$ cat config.mk
export PLATFORM = sky130hd
export DESIGN_NAME = mips_mc_control
export DESIGN_NICKNAME = d
export VERILOG_FILES = /design/src/rtl/mips_mc_control.sv
export SDC_FILE = /design/constraint.sdc
export NUM_CORES = 1
export LEC_CHECK = 0
export BUFFER_PORTS_ARGS = -buffer_cell sky130_fd_sc_hd__buf_2
export CELL_PAD_IN_SITES_DETAIL_PLACEMENT = 0
export CELL_PAD_IN_SITES_GLOBAL_PLACEMENT = 1
export CORE_UTILIZATION = 30
export CTS_BUF_LIST = sky130_fd_sc_hd__clkbuf_8
export CTS_CLUSTER_SIZE = 10
export DETAILED_ROUTE_END_ITERATION = 10
export GPL_ROUTABILITY_DRIVEN = 0
export GPL_TIMING_DRIVEN = 0
export HOLD_SLACK_MARGIN = 0.03
export PLACE_DENSITY_LB_ADDON = 0.2
export SETUP_SLACK_MARGIN = 0.3
export SLEW_MARGIN = 15
export SYNTH_ARGS = -nofsm -noshare
export SYNTH_HDL_FRONTEND = slang
export SYNTH_SLANG_ARGS = --single-unit
$ cat constraint.sdc
create_clock -name clk -period 1.7 [get_ports clk]
set_input_delay 0.51 -clock clk [delete_from_list [all_inputs] [get_ports clk]]
set_output_delay 0.51 -clock clk [all_outputs]
set_load 0.01 [all_outputs]
$ cat src/rtl/mips_mc_control.sv
// Multicycle MIPS main control FSM: fetch/decode/execute/memory/writeback sequencing.
// Optional illegal-opcode trap state enabled by defining MIPS_ILLEGAL_OP_TRAP_EN.
module mips_mc_control #(
    parameter int OPCODE_W = 6,
    parameter int STATE_W  = 4
) (
    input  logic                clk,
    input  logic                rst,
    input  logic [OPCODE_W-1:0] opcode,
    input  logic                mem_ready,
    output logic                pc_write,
    output logic                pc_write_cond,
    output logic                iord,
    output logic                mem_read,
    output logic                mem_write,
    output logic                ir_write,
    output logic                mem_to_reg,
    output logic                reg_dst,
    output logic                reg_write,
    output logic                alu_src_a,
    output logic [1:0]          alu_src_b,
    output logic [1:0]          alu_op,
    output logic [1:0]          pc_source,
    output logic                illegal_op,
    output logic [STATE_W-1:0]  state
);

    localparam logic [STATE_W-1:0] S_RESET    = STATE_W'(0);
    localparam logic [STATE_W-1:0] S_FETCH    = STATE_W'(1);
    localparam logic [STATE_W-1:0] S_DECODE   = STATE_W'(2);
    localparam logic [STATE_W-1:0] S_MEM_ADDR = STATE_W'(3);
    localparam logic [STATE_W-1:0] S_MEM_RD   = STATE_W'(4);
    localparam logic [STATE_W-1:0] S_MEM_WB   = STATE_W'(5);
    localparam logic [STATE_W-1:0] S_MEM_WR   = STATE_W'(6);
    localparam logic [STATE_W-1:0] S_R_EXEC   = STATE_W'(7);
    localparam logic [STATE_W-1:0] S_R_WB     = STATE_W'(8);
    localparam logic [STATE_W-1:0] S_BRANCH   = STATE_W'(9);
    localparam logic [STATE_W-1:0] S_JUMP     = STATE_W'(10);
    localparam logic [STATE_W-1:0] S_I_EXEC   = STATE_W'(11);
    localparam logic [STATE_W-1:0] S_I_WB     = STATE_W'(12);
`ifdef MIPS_ILLEGAL_OP_TRAP_EN
    localparam logic [STATE_W-1:0] S_TRAP     = STATE_W'(13);
`endif

    localparam logic [OPCODE_W-1:0] OP_R    = OPCODE_W'(6'b000000);
    localparam logic [OPCODE_W-1:0] OP_LW   = OPCODE_W'(6'b100011);
    localparam logic [OPCODE_W-1:0] OP_SW   = OPCODE_W'(6'b101011);
    localparam logic [OPCODE_W-1:0] OP_BEQ  = OPCODE_W'(6'b000100);
    localparam logic [OPCODE_W-1:0] OP_J    = OPCODE_W'(6'b000010);
    localparam logic [OPCODE_W-1:0] OP_ADDI = OPCODE_W'(6'b001000);

    typedef struct packed {
        logic       pc_write;
        logic       pc_write_cond;
        logic       iord;
        logic       mem_read;
        logic       mem_write;
        logic       ir_write;
        logic       mem_to_reg;
        logic       reg_dst;
        logic       reg_write;
        logic       alu_src_a;
        logic [1:0] alu_src_b;
        logic [1:0] alu_op;
        logic [1:0] pc_source;
    } ctrl_t;

    logic [STATE_W-1:0] state_q;
    logic [STATE_W-1:0] state_d;
    ctrl_t              ctrl;

    // NOTE: sequential state uses non-blocking assignments so every flop samples pre-edge values.
    always_ff @(posedge clk) begin
        if (rst) begin
            state_q <= S_RESET;
        end else begin
            state_q <= state_d;
        end
    end

    always_comb begin
        state_d = S_FETCH;
        case (state_q)
            S_RESET:  state_d = S_FETCH;
            S_FETCH:  state_d = mem_ready ? S_DECODE : S_FETCH;
            S_DECODE: begin
                if (opcode == OP_LW || opcode == OP_SW) begin
                    state_d = S_MEM_ADDR;
                end else if (opcode == OP_R) begin
                    state_d = S_R_EXEC;
                end else if (opcode == OP_BEQ) begin
                    state_d = S_BRANCH;
                end else if (opcode == OP_J) begin
                    state_d = S_JUMP;
                end else if (opcode == OP_ADDI) begin
                    state_d = S_I_EXEC;
                end else begin
`ifdef MIPS_ILLEGAL_OP_TRAP_EN
                    state_d = S_TRAP;
`else
                    state_d = S_FETCH;
`endif
                end
            end
            // IR still holds the opcode decoded last cycle, so it selects load vs store here.
            S_MEM_ADDR: state_d = (opcode == OP_SW) ? S_MEM_WR : S_MEM_RD;
            S_MEM_RD:   state_d = mem_ready ? S_MEM_WB : S_MEM_RD;
            S_MEM_WB:   state_d = S_FETCH;
            S_MEM_WR:   state_d = mem_ready ? S_FETCH : S_MEM_WR;
            S_R_EXEC:   state_d = S_R_WB;
            S_R_WB:     state_d = S_FETCH;
            S_BRANCH:   state_d = S_FETCH;
            S_JUMP:     state_d = S_FETCH;
            S_I_EXEC:   state_d = S_I_WB;
            S_I_WB:     state_d = S_FETCH;
`ifdef MIPS_ILLEGAL_OP_TRAP_EN
            S_TRAP:     state_d = S_TRAP;
`endif
            default:    state_d = S_FETCH;
        endcase
    end

    // NOTE: clearing the whole bundle before the case keeps every output assigned on every path, so no latches.
    always_comb begin
        ctrl = '0;
        case (state_q)
            S_FETCH: begin
                ctrl.mem_read  = 1'b1;
                ctrl.alu_src_b = 2'b01;
                ctrl.ir_write  = mem_ready;
                ctrl.pc_write  = mem_ready;
            end
            S_DECODE: begin
                ctrl.alu_src_b = 2'b11;
            end
            S_MEM_ADDR: begin
                ctrl.alu_src_a = 1'b1;
                ctrl.alu_src_b = 2'b10;
            end
            S_MEM_RD: begin
                ctrl.mem_read = 1'b1;
                ctrl.iord     = 1'b1;
            end
            S_MEM_WB: begin
                ctrl.reg_write  = 1'b1;
                ctrl.mem_to_reg = 1'b1;
            end
            S_MEM_WR: begin
                ctrl.mem_write = 1'b1;
                ctrl.iord      = 1'b1;
            end
            S_R_EXEC: begin
                ctrl.alu_src_a = 1'b1;
                ctrl.alu_op    = 2'b10;
            end
            S_R_WB: begin
                ctrl.reg_write = 1'b1;
                ctrl.reg_dst   = 1'b1;
            end
            S_BRANCH: begin
                ctrl.alu_src_a     = 1'b1;
                ctrl.alu_op        = 2'b01;
                ctrl.pc_write_cond = 1'b1;
                ctrl.pc_source     = 2'b01;
            end
            S_JUMP: begin
                ctrl.pc_write  = 1'b1;
                ctrl.pc_source = 2'b10;
            end
            S_I_EXEC: begin
                ctrl.alu_src_a = 1'b1;
                ctrl.alu_src_b = 2'b10;
            end
            S_I_WB: begin
                ctrl.reg_write = 1'b1;
            end
            default: ctrl = '0;
        endcase
    end

    assign pc_write      = ctrl.pc_write;
    assign pc_write_cond = ctrl.pc_write_cond;
    assign iord          = ctrl.iord;
    assign mem_read      = ctrl.mem_read;
    assign mem_write     = ctrl.mem_write;
    assign ir_write      = ctrl.ir_write;
    assign mem_to_reg    = ctrl.mem_to_reg;
    assign reg_dst       = ctrl.reg_dst;
    assign reg_write     = ctrl.reg_write;
    assign alu_src_a     = ctrl.alu_src_a;
    assign alu_src_b     = ctrl.alu_src_b;
    assign alu_op        = ctrl.alu_op;
    assign pc_source     = ctrl.pc_source;
    assign state         = state_q;

`ifdef MIPS_ILLEGAL_OP_TRAP_EN
    assign illegal_op = (state_q == S_TRAP);
`else
    assign illegal_op = 1'b0;
`endif

    a_mem_excl: assert property (@(posedge clk) !(mem_read && mem_write));
    a_pc_excl:  assert property (@(posedge clk) !(pc_write && pc_write_cond));

endmodule

# ---- Word level (Yosys, flattened, before mapping)
# Cells that the tools add are included.
# W data, S select, Z words.
dict set report word_totals {
  wordCells 48
  output_inout_bits 21
  in_bits 9
  register_bits 4
}
dict set report classes {
  n_reduce_logical 7
  n_mux 23
  eq_ne 17
}
# cell n
set op_table {}
lappend op_table {{$pmux W4 S7} 1}
lappend op_table {{$eq A4 B4 Y1 const B} 5}
lappend op_table {{$mux W4} 5}
lappend op_table {{$eq A4 B3 Y1 const B} 4}
lappend op_table {{$eq A6 B6 Y1 const B} 2}
lappend op_table {{$mux W1} 10}
lappend op_table {{$eq A4 B2 Y1 const B} 2}
lappend op_table {{$pmux W2 S2} 2}
lappend op_table {{$eq A6 B2 Y1 const B} 1}
lappend op_table {{$eq A6 B3 Y1 const B} 1}
lappend op_table {{$eq A6 B4 Y1 const B} 1}
lappend op_table {{$logic_not A6 Y1} 1}
lappend op_table {{$pmux W2 S3} 1}
lappend op_table {{$reduce_or A2 Y1} 3}
lappend op_table {{$eq A4 B1 Y1 const B} 1}
lappend op_table {{$mux W2} 2}
lappend op_table {{$reduce_or A4 Y1} 1}
lappend op_table {{$mux W3} 1}
lappend op_table {{$reduce_or A3 Y1} 1}
lappend op_table {{$pmux W1 S2} 1}
lappend op_table {{$logic_or A1 B1 Y1} 1}

# ---- Logic depth before layout (Yosys ltp)
# Gate-level depths: netlist of the first run.
dict set report logic_depth {
  ltp_word 7
  ltp_mapped 5
}

# ---- Least setup slack after synthesis of the first run
# No wires, ideal clock.
dict set report synth_timing {
  kind {reg-to-output}
  startpoint {reg state_q[1], in the netlist state[1]}
  endpoint {out alu_op[0]}
  t_required_ns 1.190
  t_arrival_ns 1.144
  path_stages_with_launch 6
  path_slack_ns 0.046
  path_cell_list {dfxtp_1 > buf_4 > inv_1 > nand2_1 > nor2_1 > buf_4}
}
dict set report synth_via {
  elab_chain_len 2
}
# item line
set synth_rtl {}
lappend synth_rtl {{from (decl)} 68} ;# logic [STATE_W-1:0] state_q;
lappend synth_rtl {{from (signal assigned)} 77} ;# state_q <= state_d;
lappend synth_rtl {{$eq A4 B4 Y1 / $eq A4 B3 Y1 (equally long branches)} 126} ;# case (state_q)
lappend synth_rtl {{$pmux W2 S2 (*)} 126}
lappend synth_rtl {{to (decl)} 22} ;# output logic [1:0] alu_op,
# Mark *: on every way between the ends. The rest lies on a longest branch, timed or not.

# ---- Final worst setup path of the first run
dict set report layout_timing {
  startpoint {reg state_q[1], in the netlist state[1]}
  endpoint {out pc_source[0]}
}
dict set report layout_via {
  elab_chain_len 2
}
# item line
set layout_rtl {}
lappend layout_rtl {{$eq A4 B4 Y1} 126}
lappend layout_rtl {{$pmux W2 S2 (*)} 126}
lappend layout_rtl {{to (decl)} 23} ;# output logic [1:0] pc_source,
# Marked as above.

==> results.sh, run 1 <==
export IMPL_p_leak_nw=0.5307
export IMPL_cts_clk_slew_worst_paths_ns=0.04
export IMPL_vias_per_cell=5.083
export IMPL_postCtsHoldBufs=0
export IMPL_fin_crit_sh=1.051
export IMPL_cp_slowest_cell="dfxtp_4"
export IMPL_dp_cells=119
export IMPL_synth_area_um2=533.0
export IMPL_hp_start="rst"
export IMPL_min_period_ns=1.786
export IMPL_dr_total_vias=737
export IMPL_cp_max_fo=5
export IMPL_die_h_um=44.15
export IMPL_synth_area_leaders="dfxtp_1, nor2_1, nor3_1"
export IMPL_hold_viol=0
export IMPL_start_util=0.3381
export IMPL_cts_buffers=3
export IMPL_crit_family="buffers and inverters"
export IMPL_yosys_register_bits=4
export IMPL_synth_compound_area_share=0.2629
export IMPL_row_count=14
export IMPL_grt_pass1_vias=640
export IMPL_wire_per_inst_um=13.11
export IMPL_synth_top_family_by_area="simple AND/OR/NAND/NOR gates"
export IMPL_synth_adder_area_share=0
export IMPL_grt_max_degree=11
export IMPL_crit_path_max_incr_delay_ns=0.34
export IMPL_yosys_area_top_type_share=0.1502
export IMPL_power_density_mw_per_mm2=405.1
export IMPL_startpoint="state[1]"
export IMPL_cp_cell_sequence="buf_6, buf_4, inv_8, nand2_4, nor2_4, buf_6, buf_6"
export IMPL_synth_cell_types=36
export IMPL_cts_sinks=4
export IMPL_arrival_ns=1.28
export IMPL_dpl_instance_area_um2=733.2
export IMPL_crit_type="flop to output port"
export IMPL_final_cell_count_no_fill=145
export IMPL_fmax_mhz=559.8
export IMPL_clk_latency_ns=0.22
export IMPL_synthToLayoutAreaGrowth_pct=115.3
export IMPL_numPortBuffers=28
export IMPL_synth_simple_gate_area_frac=0.4249
export IMPL_worstSetupStartpointType="flop"
export IMPL_finalNetCount=139
export IMPL_core_area_mm2=0.001577
export IMPL_synthXorXnorAreaFrac=0.03286
export IMPL_drc=2
export IMPL_cts_htree_levels=1
export IMPL_synth_nets=84
export IMPL_layout_drive_gt1_share=0.7132
export IMPL_critPathBufInv=5
export IMPL_maxCapViolations=0
export IMPL_ys_warn_count=0
export IMPL_cts_path_max_buffers=2
export IMPL_finalInstanceArea_mm2=0.001147
export IMPL_rsz0062_at_grt="true"
export IMPL_drtPass1Iterations=9
export IMPL_finalSetupViolations=8
export IMPL_pin_count=30
export IMPL_fill_cells=126
export IMPL_min_path_type="input pin to flop"
export IMPL_syn_inst=75
export IMPL_clock_skew_ns=0.004336
export IMPL_cp_common_cell="buf_6"
export IMPL_antenna_found_initial=0
export IMPL_track_usage=0.1901
export IMPL_grt_pass1_wl_um=2801
export IMPL_violations="DRC, setup timing"
export IMPL_cts_root_buf="clkbuf_8"
export IMPL_n_antenna_cell=0
export IMPL_status="finished with violations"
export IMPL_whs_ns=0.4826
export IMPL_largest_reg_flops=4
export IMPL_grt_overflow_total=0
export IMPL_cts_tree="built"
export IMPL_dpl_hpwl_um=1120
export IMPL_ir_drop_uv=567.8
export IMPL_r2r_slack_ns=0.36
export IMPL_synthMuxAreaShare=0
export IMPL_drv_slew=0
export IMPL_worst_setup_path_end_kind="output port"
export IMPL_drt_iter0_drc=9
export IMPL_ant_nets=0
export IMPL_die_width_um=44.15
export IMPL_yosys_area_top_type="dfxtp_1"
export IMPL_dieArea_mm2=0.001949
export IMPL_worst_ep_required_time_ns=1.19
export IMPL_avgSynthCellArea_um2=7.107
export IMPL_routed_wl_um=1901
export IMPL_yosysSeqAreaShare=0.1502
export IMPL_finalWorstSetupSlack_ns=-0.08644
export IMPL_r2r_start="state[0]"
cell usage in the layout, fill, tap and decap left out, drive strengths merged:
master,n
nand2,5
conb,1
nand2b,5
inv,3
a41o,1
a22oi,1
a31oi,2
clkbuf,3
xnor2,2
buf,57
nand3,1
nor2,13
nor4b,1
nor3,6
a211oi,1
o21a,1
nor4,2
or2b,1
and2,1
nor2b,1
and2b,1
a2111oi,1
dfxtp,4
o21ai,2
a21oi,6
o22ai,3
nand3b,2
o21ba,1
a21boi,1
final timing paths:
path | to | depth (start not counted)
worst max register to register | state[1] | 7
worst min-delay path | state[0] | 2
worst max-delay path | pc_source[0] | 7
worst min register to register | state[2] | 3
synthesized netlist by cell type:
| library cell | instances |
|---|---|
| a2111oi_2 | 1 |
| a211oi_1 | 1 |
| a21boi_1 | 1 |
| a21oi_1 | 5 |
| a21oi_2 | 1 |
| a22oi_1 | 1 |
| a31oi_1 | 2 |
| a41o_1 | 1 |
| and2_4 | 1 |
| and2b_1 | 1 |
| buf_2 | 1 |
| buf_4 | 4 |
| buf_6 | 2 |
| conb_1 | 1 |
| dfxtp_1 | 4 |
| inv_1 | 1 |
| inv_2 | 1 |
| nand2_1 | 5 |
| nand2b_1 | 4 |
| nand2b_4 | 1 |
| nand3_1 | 1 |
| nand3b_1 | 1 |
| nand3b_4 | 1 |
| nor2_1 | 13 |
| nor2b_1 | 1 |
| nor3_1 | 6 |
| nor4_1 | 1 |
| nor4_2 | 1 |
| nor4b_1 | 1 |
| o21a_1 | 1 |
| o21ai_0 | 1 |
| o21ai_1 | 1 |
| o21ba_1 | 1 |
| o22ai_1 | 3 |
| or2b_1 | 1 |
| xnor2_1 | 2 |
cell type report:
class	instances	area [um2]	share of cell area
clock buffers	3	41.29	0.03599
well taps	16	20.02	0.01745
flip-flops and latches	4	95.09	0.08288
repair buffers	50	385.4	0.3359
plain buffers	7	83.83	0.07306
clock inverters	1	3.754	0.003272
multi-input cells	62	500.5	0.4362
inverters	2	17.52	0.01527
kinds of logic after synthesis:
group | count (synthesis)
other | 1
XOR/XNOR | 2
AO/OA/AOI/OAI | 20
flip-flops | 4
AND/OR/NAND/NOR | 39
buffers and inverters | 9
metal layers:
metal	vias up	GRT usage	share of wire
met3	2	0.02857	0.036
li1	374	-	-
met1	343	0.2351	0.40
met2	18	0.3471	0.55
met5	-	0	0
met4	0	0.03636	0.0079
where the power goes:
part / internal [mW] / switching (mW)
sequential: 0.0933 / 0.00374
clock: 0.154 / 0.0523
combinational: 0.0828 / 0.0784
stage by stage:
stage	utilization	setup TNS (ns)	worst slack (ns)	power (mW)
after floorplan	-	0	0.2154	0.1751
after global placement	0.4651	0	0.04926	0.2132
after detailed placement	0.4651	0	0.06052	0.2141
after CTS	0.6222	-0.04304	-0.04304	0.4483
after global routing	0.7278	-0.6405	-0.1218	0.4878
final	0.7278	-0.2940	-0.08644	0.4648
repair_timing:
item                       in CTS  in global routing
buffers inserted               14                  8
setup endpoints to repair      16                 20
gates resized for setup        26                 24
pin swaps                       6                  7
Power figures use the tool's default switching activity.
==> inputs of run 2 (changes only) <==
Settings changed: ABC_AREA set to 1, CORE_UTILIZATION 30 to 26.
==> results.sh, run 2 <==
export IMPL_fin_crit_sh=0.9880
export IMPL_cts_path_max_buffers=2
export IMPL_n_antenna_cell=0
export IMPL_grt_max_degree=7
export IMPL_numPortBuffers=28
export IMPL_synth_cell_types=19
export IMPL_hold_viol=0
export IMPL_synthToLayoutAreaGrowth_pct=71.32
export IMPL_yosysSeqAreaShare=0.1654
export IMPL_grt_overflow_total=0
export IMPL_p_comb_frac=0.300
export IMPL_grt_pass1_vias=520
export IMPL_ys_async_sr_fraction=0
export IMPL_drt_iter0_drc=9
export IMPL_cp_slowest_cell="dfxtp_4"
export IMPL_cp_common_cell="nor2_1"
export IMPL_worst_setup_path_end_kind="output port"
export IMPL_layout_drive_gt1_share=0.5308
export IMPL_dpl_hpwl_um=1066
export IMPL_track_usage=0.1420
export IMPL_start_util=0.2804
export IMPL_postCtsHoldBufs=0
export IMPL_yosys_register_bits=4
export IMPL_drtPass1Iterations=4
export IMPL_synth_area_um2=484.2
export IMPL_p_switching_mw=0.1374
export IMPL_routed_wl_um=1354
export IMPL_ir_drop_uv=568.5
export IMPL_clock_skew_ns=0.004886
export IMPL_cts_htree_levels=1
export IMPL_synth_edff_count=0
export IMPL_syn_inst=92
export IMPL_core_area_mm2=0.001727
export IMPL_yosys_area_top_type_share=0.1654
export IMPL_synth_area_leaders="dfxtp_1, nand2_1, nor2_1"
export IMPL_die_width_um=45.16
export IMPL_final_seq_area_um2=95.09
export IMPL_drv_slew=0
export IMPL_rsz0062_at_grt="true"
export IMPL_power_frac_clock=0.456
export IMPL_multi_input_area_um2=347.8
export IMPL_synth_nets=101
export IMPL_cts_buffers=3
export IMPL_dieArea_mm2=0.002039
export IMPL_post_place_ws_ns=0.1925
export IMPL_cts_clk_slew_worst_paths_ns=0.03
export IMPL_pin_count=30
export IMPL_p_sw_frac=0.3111
export IMPL_power_density_mw_per_mm2=532.2
export IMPL_crit_path_max_incr_delay_ns=0.35
export IMPL_fill_cells=187
export IMPL_finalNetCount=141
export IMPL_cp_max_fo=5
export IMPL_cts_root_buf="clkbuf_8"
export IMPL_cts_sinks=4
export IMPL_arrival_ns=1.17
export IMPL_wl_met2_um=713
export IMPL_cts_tree="built"
export IMPL_vias_per_cell=4.194
export IMPL_antenna_found_initial=0
export IMPL_synth_main_ff_cell="dfxtp_1"
export IMPL_grt_pass1_wl_um=2035
export IMPL_cp_cell_sequence="nor2_1, nand2_1, nor2_1, buf_2"
export IMPL_p_leak_nw=0.4735
export IMPL_critPathBufInv=1
export IMPL_min_path_type="input pin to flop"
export IMPL_ys_warn_count=0
export IMPL_dr_total_vias=650
export IMPL_min_period_ns=1.680
export IMPL_worstSetupStartpointType="flop"
export IMPL_fmax_mhz=595.4
export IMPL_wl_met3_um=45
export IMPL_die_h_um=45.16
export IMPL_finalWorstSetupSlack_ns=0.02032
export IMPL_status="finished, final reports clean"
export IMPL_crit_type="flop to output port"
export IMPL_yosys_area_top_type="dfxtp_1"
export IMPL_final_cell_count_no_fill=155
export IMPL_dp_cells=145
export IMPL_drc=0
export IMPL_top_layer_used="met3"
export IMPL_yosys_top_cells_count="nand2_1, nor2_1, inv_1"
export IMPL_ant_nets=0
export IMPL_row_count=15
export IMPL_layout_commonest_cell="buf_2"
export IMPL_p_int_mw=0.3042
export IMPL_crit_family="simple AND/OR/NAND/NOR gates"
export IMPL_wire_per_inst_um=8.735
export IMPL_maxCapViolations=0
export IMPL_fin_setup_tns_ns=0
export IMPL_largest_reg_flops=4
export IMPL_finalSetupViolations=0
export IMPL_seq_power_share=0.244
export IMPL_clk_latency_ns=0.22
export IMPL_layout_common_cells="buf_2, nand2_1, nor2_1, inv_1, buf_4"
export IMPL_worst_ep_required_time_ns=1.19
export IMPL_synthMostInstantiatedCell="nand2_1"
export IMPL_wl_met1_um=595
export IMPL_avgSynthCellArea_um2=5.263
## run 2: changes by cell type after synthesis, sizes merged, moves of 3 or more
cell | before | now
nand2 | 5 | 24
inv | 2 | 19
nor2 | 13 | 25
nand2b | 5 | 0
nand3 | 1 | 6
nor3 | 6 | 1
buf | 7 | 3
a21oi | 6 | 3
o22ai | 3 | 0
## run 2: stage by stage
step,area [um2],hold slack [ns],total power [mW],util
floorplan,504.2,0.5651,0.1835,-
finish,829.5,0.5024,0.4415,0.4804
global placement,675.6,0.6825,0.2286,0.3913
CTS,818.3,0.5000,0.4460,0.4739
detailed placement,675.6,0.6767,0.2286,0.3913
global route,829.5,0.5056,0.4757,0.4804
## run 2: power groups by stage
stage	clock, mW	combinational, mW	sequential, mW
3_3_place_gp	0	0.120	0.108
3_5_place_dp	0	0.120	0.108
6_report	0.202	0.132	0.108
4_1_cts	0.208	0.131	0.107
5_1_grt	0.218	0.149	0.108
2_1_floorplan	0	0.0729	0.111
## run 2: worst paths after layout
path	startpoint	to	slack, ns	cells after the start
max	state[0]	reg_dst	0.02	4
min	rst	state[2]	0.50	2
max reg2reg	state[3]	state[0]	0.57	8
min reg2reg	state[2]	state[3]	0.73	5
## run 2: what timing repair did
item                                    CTS  global route
buffers inserted                          7             0
endpoints found under the setup margin   16            16
resized for setup                        14             3
pin swaps                                 5             4
## run 2: layer usage
| metal | vias up | track usage |
|---|---|---|
| met5 | - | 0 |
| met4 | 0 | 0.05455 |
| met3 | 0 | 0.04800 |
| met2 | 18 | 0.2493 |
| met1 | 282 | 0.1563 |
| li1 | 350 | - |
## run 2: area by class of cell
class                      instances  share of cell area
clock buffer                       3             0.04977
multi-input combinational         66              0.4193
buffer                             3             0.02715
sequential                         4              0.1146
timing repair buffer              35              0.2594
tap                               25             0.03771
inverter                          19             0.09201
## run 2: cells by family after synthesis
group,share of synthesized area
buffers and inverters,0.1938
AND/OR/NAND/NOR,0.5581
other,0.007745
AO/OA/AOI/OAI,0.07495
flip-flops,0.1654
